--- config.mk ---
export PLATFORM = sky130hd
export DESIGN_NAME = systolic_act_feeder_flat
export DESIGN_NICKNAME = d
export VERILOG_FILES = /design/src/rtl/systolic_act_feeder_if.sv /design/src/rtl/systolic_act_feeder.sv /design/src/flat_wrapper.sv
export SDC_FILE = /design/constraint.sdc
export NUM_CORES = 1
export LEC_CHECK = 0
export ABC_AREA = 1
export CAP_MARGIN = 20
export CORE_MARGIN = 2
export CORE_UTILIZATION = 43
export DETAILED_ROUTE_END_ITERATION = 8
export SYNTH_ARGS = -nofsm -noshare
export SYNTH_HDL_FRONTEND = slang
export SYNTH_SLANG_ARGS = --single-unit
--- constraint.sdc ---
create_clock -name clk -period 7.1 [get_ports clk]
set_input_delay 1.42 -clock clk [delete_from_list [all_inputs] [get_ports clk]]
set_output_delay 1.42 -clock clk [all_outputs]
set_load 0.01 [all_outputs]
--- src/rtl/systolic_act_feeder_if.sv ---
// Activation input stream into the feeder: one ROWS-lane vector per beat plus a burst-end flag.
// A beat transfers on a rising edge where in_valid && in_ready; the source holds in_vec/in_last stable while in_valid is high and in_ready is low.
interface systolic_act_feeder_if #(
  parameter int WORD_WIDTH = 8,
  parameter int ROWS       = 4
);
  logic                       in_valid;
  logic                       in_ready;
  logic [ROWS*WORD_WIDTH-1:0] in_vec;
  logic                       in_last;

  modport master (output in_valid, output in_vec, output in_last, input in_ready);
  modport slave  (input in_valid, input in_vec, input in_last, output in_ready);
endinterface

--- src/rtl/systolic_act_feeder.sv ---
// Activation feeder for the weight-stationary PE array: FIFO-buffered vectors are popped in
// STREAM and skewed diagonally so lane r reaches PE row r r cycles after lane 0.
module systolic_act_feeder #(
  parameter int WORD_WIDTH = 8,
  parameter int ROWS       = 4,
  parameter int FIFO_DEPTH = 4
) (
  input  logic                       clk,
  input  logic                       reset_n,
  input  logic                       start,
  systolic_act_feeder_if.slave       act,
  output logic [1:0]                 control_out,
  output logic [ROWS*WORD_WIDTH-1:0] a_out,
  output logic [ROWS-1:0]            a_valid,
  output logic                       busy,
  output logic                       done,
  output logic [1:0]                 state
);

  localparam int AW  = $clog2(FIFO_DEPTH);
  localparam int CW  = AW + 1;
  localparam int DCW = $clog2(ROWS);
  localparam int VW  = ROWS * WORD_WIDTH;

  typedef enum logic [1:0] {
    IDLE   = 2'd0,
    STREAM = 2'd1,
    DRAIN  = 2'd2
  } state_t;

  state_t st;
  logic [DCW-1:0] drain_cnt;

  // FIFO entries hold {last, vector}
  logic [VW:0]   mem [FIFO_DEPTH];
  logic [AW-1:0] wr_ptr;
  logic [AW-1:0] rd_ptr;
  logic [CW-1:0] count;
  logic          full;
  logic          empty;
  logic          push;
  logic          pop;
  logic [VW:0]   head;

  assign full         = (count == CW'(FIFO_DEPTH));
  assign empty        = (count == '0);
  assign act.in_ready = !full;
  assign push         = act.in_valid && !full;
  assign pop          = (st == STREAM) && !empty;
  assign head         = mem[rd_ptr];

  always_ff @(posedge clk) begin
    if (push) mem[wr_ptr] <= {act.in_last, act.in_vec};
  end

  // Pointers wrap naturally because FIFO_DEPTH is a power of two
  always_ff @(posedge clk or negedge reset_n) begin
    if (!reset_n) begin
      wr_ptr <= '0;
      rd_ptr <= '0;
      count  <= '0;
    end else begin
      if (push) wr_ptr <= wr_ptr + AW'(1);
      if (pop)  rd_ptr <= rd_ptr + AW'(1);
      case ({push, pop})
        2'b10:   count <= count + CW'(1);
        2'b01:   count <= count - CW'(1);
        default: count <= count;
      endcase
    end
  end

  always_ff @(posedge clk or negedge reset_n) begin
    if (!reset_n) begin
      st          <= IDLE;
      control_out <= 2'b00;
      drain_cnt   <= '0;
      done        <= 1'b0;
    end else begin
      done <= 1'b0;
      case (st)
        IDLE: begin
          if (start) begin
            st          <= STREAM;
            control_out <= 2'b10;
          end
        end
        STREAM: begin
          if (pop && head[VW]) begin
            st        <= DRAIN;
            drain_cnt <= DCW'(ROWS - 1);
          end
        end
        DRAIN: begin
          // done coincides with the last lane ROWS-1 datum on a_out
          if (drain_cnt == '0) begin
            st          <= IDLE;
            control_out <= 2'b00;
          end else begin
            drain_cnt <= drain_cnt - DCW'(1);
            done      <= (drain_cnt == DCW'(1));
          end
        end
        default: begin
          st          <= IDLE;
          control_out <= 2'b00;
        end
      endcase
    end
  end

  assign busy  = (st != IDLE);
  assign state = st;

  // Lane r is a chain of r+1 {valid, data} registers; bubbles and drain zeros keep alignment
  for (genvar r = 0; r < ROWS; r++) begin : g_lane
    logic [WORD_WIDTH:0] feed;
    logic [WORD_WIDTH:0] pipe [0:r];

    assign feed = pop ? {1'b1, head[r*WORD_WIDTH +: WORD_WIDTH]} : '0;

    always_ff @(posedge clk or negedge reset_n) begin
      if (!reset_n) begin
        for (int k = 0; k <= r; k++) pipe[k] <= '0;
      end else begin
        pipe[0] <= feed;
        for (int k = 1; k <= r; k++) pipe[k] <= pipe[k-1];
      end
    end

    assign a_out[r*WORD_WIDTH +: WORD_WIDTH] = pipe[r][WORD_WIDTH-1:0];
    assign a_valid[r]                        = pipe[r][WORD_WIDTH];
  end

endmodule

--- src/flat_wrapper.sv ---
// flat-port wrapper written by rule: the top's interface ports become plain ports
module systolic_act_feeder_flat 
#(
  parameter int WORD_WIDTH = 8,
  parameter int ROWS       = 4,
  parameter int FIFO_DEPTH = 4
)
  (clk, reset_n, start, control_out, a_out, a_valid, busy, done, state, act_in_valid, act_in_vec, act_in_last, act_in_ready);
  systolic_act_feeder_if #(.WORD_WIDTH(WORD_WIDTH), .ROWS(ROWS)) act_i ();
  input  logic clk;
  input  logic reset_n;
  input  logic start;
  output logic [1:0] control_out;
  output logic [ROWS*WORD_WIDTH-1:0] a_out;
  output logic [ROWS-1:0] a_valid;
  output logic busy;
  output logic done;
  output logic [1:0] state;
  input wire logic [$bits(act_i.in_valid)-1:0] act_in_valid;
  input wire logic [$bits(act_i.in_vec)-1:0] act_in_vec;
  input wire logic [$bits(act_i.in_last)-1:0] act_in_last;
  output wire logic [$bits(act_i.in_ready)-1:0] act_in_ready;
  assign act_i.in_valid = act_in_valid;
  assign act_i.in_vec = act_in_vec;
  assign act_i.in_last = act_in_last;
  assign act_in_ready = act_i.in_ready;
  systolic_act_feeder #(.WORD_WIDTH(WORD_WIDTH), .ROWS(ROWS), .FIFO_DEPTH(FIFO_DEPTH)) u_core (.clk(clk), .reset_n(reset_n), .start(start), .act(act_i), .control_out(control_out), .a_out(a_out), .a_valid(a_valid), .busy(busy), .done(done), .state(state));
endmodule
==> run metrics, run 1 <==
largest net degree at the start of global routing=69; CP Launch Type=register; routed vias=approximately 4400; placed cell areas=between 0.008 and 0.009 sq mm; Layout Cells excl Fill=900; RSZ-0062 raised after global routing=no; ANT nets after route=0; hpwl dp=7860 microns; register area share after synthesis=0.780; outcome=completed; final instance area=approximately 0.0097 sq mm; Pwr Density=432 mW/mm^2; ANT cells=0; cts hold-fix bufs=0; Required @ worst endpoint=between 5 and 6 ns; Ports=80; clock buffer depth=3; library cells used by synthesis=23; Port Buf Inserts=78; postcts setup bufs=0; global-route wire length before repair=roughly 22000 microns; Post-Syn Area=0.00819 sq mm; Final nets=between 600 and 700; Sink Count=229; overall power=4.21 mW; Die X=142 microns; Crit. End Element=output pin; Clock Skew=0.0195 ns; VDD IR max=0.169 mV; count of state elements after synthesis=229; total track usage=0.140; Pins Over Slew Limit=0; clk slew on worst S/H paths=0.06 ns; core area=0.0187 sq mm; most used cell, CP=inv_1; Fillers=~1500; number of synthesized flops with an enable pin=around 130; Placer Congestion=0.748; Fmax achieved=308 MHz; CTS tree=yes; Rows=50; Die Ht=142 microns; Via density=around 4.9; Placed Cells=856; H-tree levels=1; WL/cell=about 16 microns; setup_tns=0 ns; vias in the first global route=roughly 4400; 1st-iter DRT viols=221; crit-path cells=inv_1, ha_1, inv_1, clkdlybuf4s50_1; Worst-Margin Slew=1.02 ns; Synth Warn #=0; final WL=14000 microns; P_leak=3.83 nW; Max Fanout on Critical Path=4; Final min period=3.25 ns; CP delay by family, top=buffers and inverters; MaxCap Viol Count=0; CP Data Arrival Time=1.83 ns; ys flop type=edfxtp_1; initial antenna violation count=0; first-pass detailed-route iteration total=5; Root Driver=clkbuf_16; min-delay worst type=register to register; Setup Crit Path Kind=register to output pin; crit-path max cell delay=0.54 ns; ys async rst share=0.424; global route total overflow=0; final setup fails=0; Initial Util=0.438; relative slew slack=0.318; crit share post-route=0.457; DIE AREA=0.0202 sq mm; Syn Nets=around 640; post-synthesis cell count=595; worst path bufs/invs=3; clock buffer count from CTS=23; CP max stage cell=clkdlybuf4s50_1; Resize count post-CTS=0; share of post-route cells with drive strength above 1=0.0676; Area growth syn-to-layout=18.9%; Hold Vio Cnt, Final=0; drc violations=0; clock insertion delay at the later pin of the skew report=0.50 ns; syn avg cell area=13.8 sq um
per-stage QoR:
| step | util | hold slack, ns | worst slack (ns) |
|---|---|---|---|
| after floorplan | - | 0.331 | 3.68 |
| after global placement | 0.479 | 0.331 | 3.57 |
| after detailed placement | 0.479 | 0.335 | 3.51 |
| after CTS | 0.517 | 0.333 | 3.83 |
| after global routing | 0.521 | 0.353 | 3.76 |
| final | 0.521 | 0.332 | 3.85 |
synthesized netlist by cell type (3+ instances only):
master	instances	area, sq um
nor2_1	137	514
buf_4	35	263
clkbuf_1	11	41.3
buf_2	4	20.0
inv_1	24	90.1
ha_1	11	138
a21oi_1	35	175
edfxtp_1	132	3960
nand2_1	21	78.8
dfrtp_1	97	2430
nand3_1	8	40.0
xor2_1	3	26.3
o21ai_0	66	330
final timing paths:
check	cells past startpoint	slack, ns	startpoint	to
worst max-delay path	4	3.85	u_core.state[0]$_DFFE_PN0P_	busy
worst min-delay path	0	0.33	u_core.g_lane[2].pipe[21]$_DFF_PN0_	u_core.g_lane[2].pipe[12]$_DFF_PN0_
worst max register to register	10	4.36	u_core.state[1]$_DFFE_PN0P_	u_core.count[2]$_DFFE_PN0P_
worst min register to register	0	0.33	u_core.g_lane[2].pipe[21]$_DFF_PN0_	u_core.g_lane[2].pipe[12]$_DFF_PN0_
max in group asynchronous	2	5.08	reset_n	u_core.rd_ptr[1]$_DFFE_PN0P_
min in group asynchronous	1	0.90	reset_n	u_core.g_lane[0].pipe[2]$_DFF_PN0_
per-layer routing:
metal  vias to the layer above  track usage  part of all wire  wire [microns]
met3                        25       0.0259             0.051             715
met4                         0       0.0479             0.019             260
li1                       2091            -                 -               -
met2                       101        0.241              0.49            6900
met5                         -            0                 0               0
met1                      2163        0.180              0.44            6160
area by class of cell:
cell class                 instances  area [sq um]  share of cell area
clock buffer                      38           683              0.0702
clock inverter                     3          18.8             0.00193
inverter                          25          93.8             0.00964
multi-input combinational        288          1400               0.143
sequential                       229          6390               0.657
tap                              234           293              0.0301
timing repair buffer              83           861              0.0884
registers in the layout (all words and copies together), names as in the netlist:
name	count
u_core.a_valid	3
u_core.wr_ptr	2
u_core.a_out	24
u_core.state	2
u_core.done	1
u_core.drain_cnt	2
u_core.rd_ptr	2
u_core.mem	132
u_core.g_lane.pipe	57
u_core.control_out	1
u_core.count	3
layout by cell type (no fill, tap or decap):
cell type        synthesis  layout
dfrtp_2                  0       2
clkbuf_1                11      11
clkinv_2                 0       2
buf_4                   35       3
o21a_1                   1       1
inv_6                    0       1
dfrtp_1                 97      95
o22ai_1                  1       1
clkbuf_16                0      24
ha_1                    11      11
fa_1                     1       1
nor2_1                 137     133
buf_16                   0       1
xor2_1                   3       3
edfxtp_1               132     132
nand3_1                  8       8
a21boi_0                 1       1
inv_1                   24      24
conb_1                   1       1
nand2_1                 21      20
nand2_2                  1       2
inv_2                    1       1
clkbuf_8                 0       3
a21oi_1                 35      35
o21ai_0                 66      66
buf_12                   0       2
clkdlybuf4s50_1          0      77
xnor2_1                  1       1
nor2_4                   0       4
worst register-to-register path, cell delays in order (launching register included):
cell and delay (ns):
dfrtp_1 0.40, inv_1 0.12, ha_1 0.24, nand2_2 0.48, inv_1 0.32, ha_1 0.19, inv_1 0.07, fa_1 0.38
a21oi_1 0.16, o21ai_0 0.12, xor2_1 0.16
kinds of logic after synthesis:
logic type                 Yosys count  share of synthesized area
DFF                                229                      0.780
and+or+nand+nor                    167                     0.0781
AOI/OAI and AO/OA                  104                     0.0643
buffers and inverters               78                     0.0533
adders and majority gates           12                     0.0192
xor gates and xnor gates             4                    0.00428
other                                1                   0.000458
power breakdown:
group	internal (mW)	switching, mW	leakage [nW]
combinational	0.452	0.666	1.00
sequential	1.83	0.151	2.49
clock	0.655	0.459	0.343
total	2.93	1.28	3.83
No activity file was read; power rests on OpenSTA's default activity.
==> inputs of run 2 (changes only) <==
- PLACE_DENSITY: unset -> 0.65
- clock period: 7.1 -> 2.88 ns (I/O delays scaled with it)
==> run metrics, run 2 (same netlist as run 1, synthesis figures left out) <==
Hold Vio Cnt, Final=0 (unchanged); VDD IR max=0.425 mV (+150%); DIE AREA=0.0202 sq mm (unchanged); most flop-heavy register=u_core.mem; Setup Crit Path Kind=register to output pin; Register-to-Register Path Depth=10 (unchanged); clock buffer count from CTS=23 (unchanged); setup slack after placement=0.608 ns (-2.90 ns); crit share post-route=0.833; global route total overflow=0 (unchanged); Worst-Margin Slew=0.611 ns (-0.410 ns); CTS tree=yes; RSZ-0062 raised after global routing=no; H-tree levels=1 (unchanged); first-pass detailed-route iteration total=4 (-1); ANT nets after route=0 (unchanged); CP max stage cell=clkdlybuf4s50_1; met2 Usage GRT=0.248 (+0.00661); Crit. End Element=output pin; drc violations=0 (unchanged); vias in the first global route=4661 (+7.1%); final WL=14600 microns (+3.9%); postcts setup bufs=0 (unchanged); Area growth syn-to-layout=20.3%; final worst setup slack=0.480 ns (-3.37 ns); clk slew on worst S/H paths=0.06 ns (about the same); largest net degree at the start of global routing=53 (-23%); WL/cell=16.1 microns (+3.0%); crit-path cells=inv_1, ha_1, inv_1, clkdlybuf4s50_1; GR Util met3=0.0276 (+0.00168); Sink Count=229 (unchanged); Pins Over Slew Limit=0 (unchanged); most common cell after layout, fill and taps aside=nor2_1; Final nets=707 (+1.1%); Via density=4.89 (+0.54%); CP Data Arrival Time=1.82 ns (about the same); Die X=142 microns (unchanged); Final Core Density=0.527 (+0.00609); MaxCap Viol Count=0 (unchanged); Initial Util=0.438 (unchanged); P_leak=3.89 nW (+1.5%); Ports=80 (unchanged); Rows=50 (unchanged); Die Ht=142 microns (unchanged); GR Util met1=0.201 (+0.0206); Final min period=2.40 ns; CP Launch Type=register; hpwl dp=8790 microns (+12%); crit-path max cell delay=0.54 ns (about the same); Pwr Density=1080 mW/mm^2 (+150%); setup_tns=0 ns (unchanged); most frequent cells in the layout=133 x nor2_1, 132 x edfxtp_1, 95 x dfrtp_1; clock buffer depth=3 (unchanged); most used cell, CP=inv_1; core area=0.0187 sq mm (unchanged); relative slew slack=0.593 (+0.275); Port Buf Inserts=78 (unchanged); share of post-route cells with drive strength above 1=0.0786 (+0.0111); Required @ worst endpoint=2.30 ns (-3.38 ns); Fillers=1474 (-2.3%); total track usage=0.150 (+0.00968); cts hold-fix bufs=0 (unchanged); Largest register FFs=132 (unchanged); Resize count post-CTS=0 (unchanged); Root Driver=clkbuf_16; 1st-iter DRT viols=256 (+16%); min-delay worst type=input pin to async pin; final setup fails=0 (unchanged); ANT cells=0 (unchanged); initial antenna violation count=0 (unchanged); Placer Congestion=0.749 (+0.11%); Clock Skew=0.0192 ns (-0.000259 ns); routed vias=4443 (+1.4%); Max Fanout on Critical Path=4 (unchanged); global-route wire length before repair=23600 microns (+6.9%); outcome=completed; Fmax achieved=417 MHz; layer with the highest usage=met2; clock insertion delay at the later pin of the skew report=0.51 ns (about the same)
-- run 2: stage by stage --
step	area (sq um)	cells	total power, mW	hold WS (ns)
global route	9850	908	11.3	0.135
detailed placement	9090	867	7.78	0.335
CTS	9850	908	10.8	0.108
floorplan	8190	595	6.75	0.280
global placement	9090	867	7.64	0.332
finish	9850	908	10.7	0.0873
-- run 2: final timing paths --
check / startpoint / endpoint / slack (ns)
max in group asynchronous: reset_n / u_core.a_out[28]$_DFF_PN0_ / 2.10
max: u_core.state[0]$_DFFE_PN0P_ / busy / 0.48
min: reset_n / u_core.wr_ptr[1]$_DFFE_PN0P_ / 0.09
min in group clk: u_core.g_lane[2].pipe[22]$_DFF_PN0_ / u_core.g_lane[2].pipe[13]$_DFF_PN0_ / 0.34
min reg2reg: u_core.g_lane[2].pipe[22]$_DFF_PN0_ / u_core.g_lane[2].pipe[13]$_DFF_PN0_ / 0.34
max reg2reg: u_core.state[1]$_DFFE_PN0P_ / u_core.count[2]$_DFFE_PN0P_ / 0.82
-- run 2: worst max-delay path: cells and delay by family (launching register included) --
family / cells / cell delay (ns)
fa+ha+maj: 1 / 0.20
buf+inv: 3 / 0.72
flops: 1 / 0.41
-- run 2: per-layer routing --
metal | routed length, microns | up-vias
met5 | 0 | -
met4 | 309 | 0
met3 | 812 | 22
met2 | 7120 | 150
met1 | 6340 | 2164
li1 | - | 2107
-- run 2: cell type report --
class | instances | area [sq um] | share of cell area
clock buffer | 31 | 637 | 0.0646
clock inverter | 10 | 129 | 0.0131
inverter | 25 | 93.8 | 0.00953
multi-input combinational | 288 | 1390 | 0.141
sequential | 229 | 6390 | 0.649
tap | 234 | 293 | 0.0297
timing repair buffer | 91 | 913 | 0.0927
-- run 2: where the power goes --
| part | total [mW] | switching, mW | internal (mW) |
|---|---|---|---|
| combinational | 2.84 | 1.70 | 1.13 |
| clock | 2.98 | 1.16 | 1.82 |
| sequential | 4.83 | 0.333 | 4.50 |
==> inputs of run 3 (changes only) <==
- clock period: 2.88 -> 2 ns (I/O delays scaled with it)
==> run metrics, run 3 (same netlist as run 1, synthesis figures left out) <==
CP Launch Type=register; hpwl dp=9060 microns (+3.1%); Port Buf Inserts=78 (unchanged); min-delay worst type=register to register; global route total overflow=0 (unchanged); vias in the first global route=4673 (+0.26%); DIE AREA=0.0202 sq mm (unchanged); Largest register FFs=132 (unchanged); Sink Count=229 (unchanged); Final min period=1.94 ns; outcome=completed; final hold slack=0.345 ns (+0.258 ns); largest net degree at the start of global routing=68 (+28%); routed vias=4484 (+0.92%); Max Fanout on Critical Path=3 (-1); clock buffer count from CTS=24 (+4.3%); total track usage=0.153 (+0.00276); MaxCap Viol Count=0 (unchanged); H-tree levels=1 (unchanged); final setup fails=0 (unchanged); Pwr Density=1550 mW/mm^2 (+43%); Via density=4.86 (-0.61%); Final nets=719 (+1.7%); Fmax achieved=515 MHz; clock buffer depth=3 (unchanged); Die X=142 microns (unchanged); clock insertion delay at the later pin of the skew report=0.50 ns (about the same); CTS tree=yes; most flop-heavy register=u_core.mem; VDD IR max=0.758 mV (+78%); final WL=15100 microns (+3.3%); drc violations=0 (unchanged); Ports=80 (unchanged); core area=0.0187 sq mm (unchanged); WL/cell=16.3 microns (+1.8%); Required @ worst endpoint=1.60 ns (-0.70 ns); overall power=15.4 mW (+45%); RSZ-0062 raised after global routing=no; Placer Congestion=0.760 (+1.4%); initial antenna violation count=0 (unchanged); first-pass detailed-route iteration total=4 (unchanged); Area growth syn-to-layout=21.7%; clk slew on worst S/H paths=0.06 ns (about the same); Clock Skew=0.0101 ns (-0.00905 ns); ANT cells=0 (unchanged); Hold Vio Cnt, Final=0 (unchanged); Root Driver=clkbuf_16; CP Data Arrival Time=1.54 ns (-0.28 ns); Die Ht=142 microns (unchanged); crit share post-route=0.970; share of post-route cells with drive strength above 1=0.0974 (+0.0187); P_leak=3.95 nW (+1.6%); most frequent cells in the layout=133 x nor2_1, 132 x edfxtp_1, 95 x dfrtp_1; Rows=50 (unchanged); Pins Over Slew Limit=0 (unchanged); ANT nets after route=0 (unchanged); 1st-iter DRT viols=353 (+38%); global-route wire length before repair=23900 microns (+1.6%); Initial Util=0.438 (unchanged); Crit. End Element=output pin; most common cell after layout, fill and taps aside=nor2_1; Setup Crit Path Kind=register to output pin
run 3: changes by cell type in the layout (fill, tap and decap cells not counted), sizes merged, moves of 2 or more:
cell           before  now
clkbuf             31   34
bufinv              3    1
clkinvlp            2    0
clkdlybuf4s50      77   75
clkinv              4    9
dlygate4sd2         0    2
buf                14   24
run 3: stage by stage:
stage	worst slack (ns)	area, sq um	setup TNS, ns	instances	utilization
after CTS	0.0376	9960	0	921	0.532
after global routing	0.0175	9970	0	922	0.533
final	0.0596	9970	0	922	0.533
after detailed placement	-0.0684	9200	-0.0684	875	0.492
after global placement	-0.0462	9200	-0.0462	875	0.492
after floorplan	-0.0313	8210	-4.13	595	-
run 3: final cells by class:
class                   count  area, sq um
well taps                 234          293
clock buffers              34          659
multi-input cells         288         1410
repair buffers            102         1050
inverters                  25         93.8
clock inverters            10         68.8
fillers                  1485         8740
flip-flops and latches    229         6390
run 3: timing repair:
item,in CTS,in global routing
setup endpoints to repair,3,1
endpoints found under the hold margin,97,0
gates resized for setup,4,2
pin swaps,0,1
hold buffers,1,0
buffers inserted,1,1
run 3: report_power, final:
part           internal [mW]  total, mW  switching [mW]  leakage, nW
Sequential              6.48       6.88           0.399         2.49
Combinational           1.82       4.49            2.67         1.11
Clock                   2.41       4.06            1.65        0.356
Total                   10.7       15.4            4.71         3.95
run 3: layer usage:
metal / up-vias / global-route usage / share of wire / routed length (microns)
met4: 0 / 0.0416 / 0.017 / 261
met5: - / 0 / 0 / 0
met1: 2193 / 0.194 / 0.42 / 6290
met3: 27 / 0.0289 / 0.057 / 863
met2: 126 / 0.270 / 0.51 / 7650
li1: 2138 / - / - / -
run 3: worst paths after layout:
check / slack [ns] / depth (start not counted) / startpoint / endpoint
max in group asynchronous: 1.16 / 3 / reset_n / u_core.rd_ptr[0]$_DFFE_PN0P_
worst min register to register: 0.35 / 0 / u_core.g_lane[1].pipe[14]$_DFF_PN0_ / u_core.a_out[13]$_DFF_PN0_
min in group asynchronous: 0.44 / 3 / reset_n / u_core.g_lane[0].pipe[8]$_DFF_PN0_
worst max register to register: 0.13 / 10 / u_core.state[0]$_DFFE_PN0P_ / u_core.count[2]$_DFFE_PN0P_
worst min-delay path: 0.35 / 0 / u_core.g_lane[1].pipe[14]$_DFF_PN0_ / u_core.a_out[13]$_DFF_PN0_
worst max-delay path: 0.06 / 2 / u_core.state[0]$_DFFE_PN0P_ / state[0]
run 3: critical path: stages, from the launching register on:
cell and delay (ns):
dfrtp_1 0.36, buf_4 0.14, clkdlybuf4s50_1 0.54
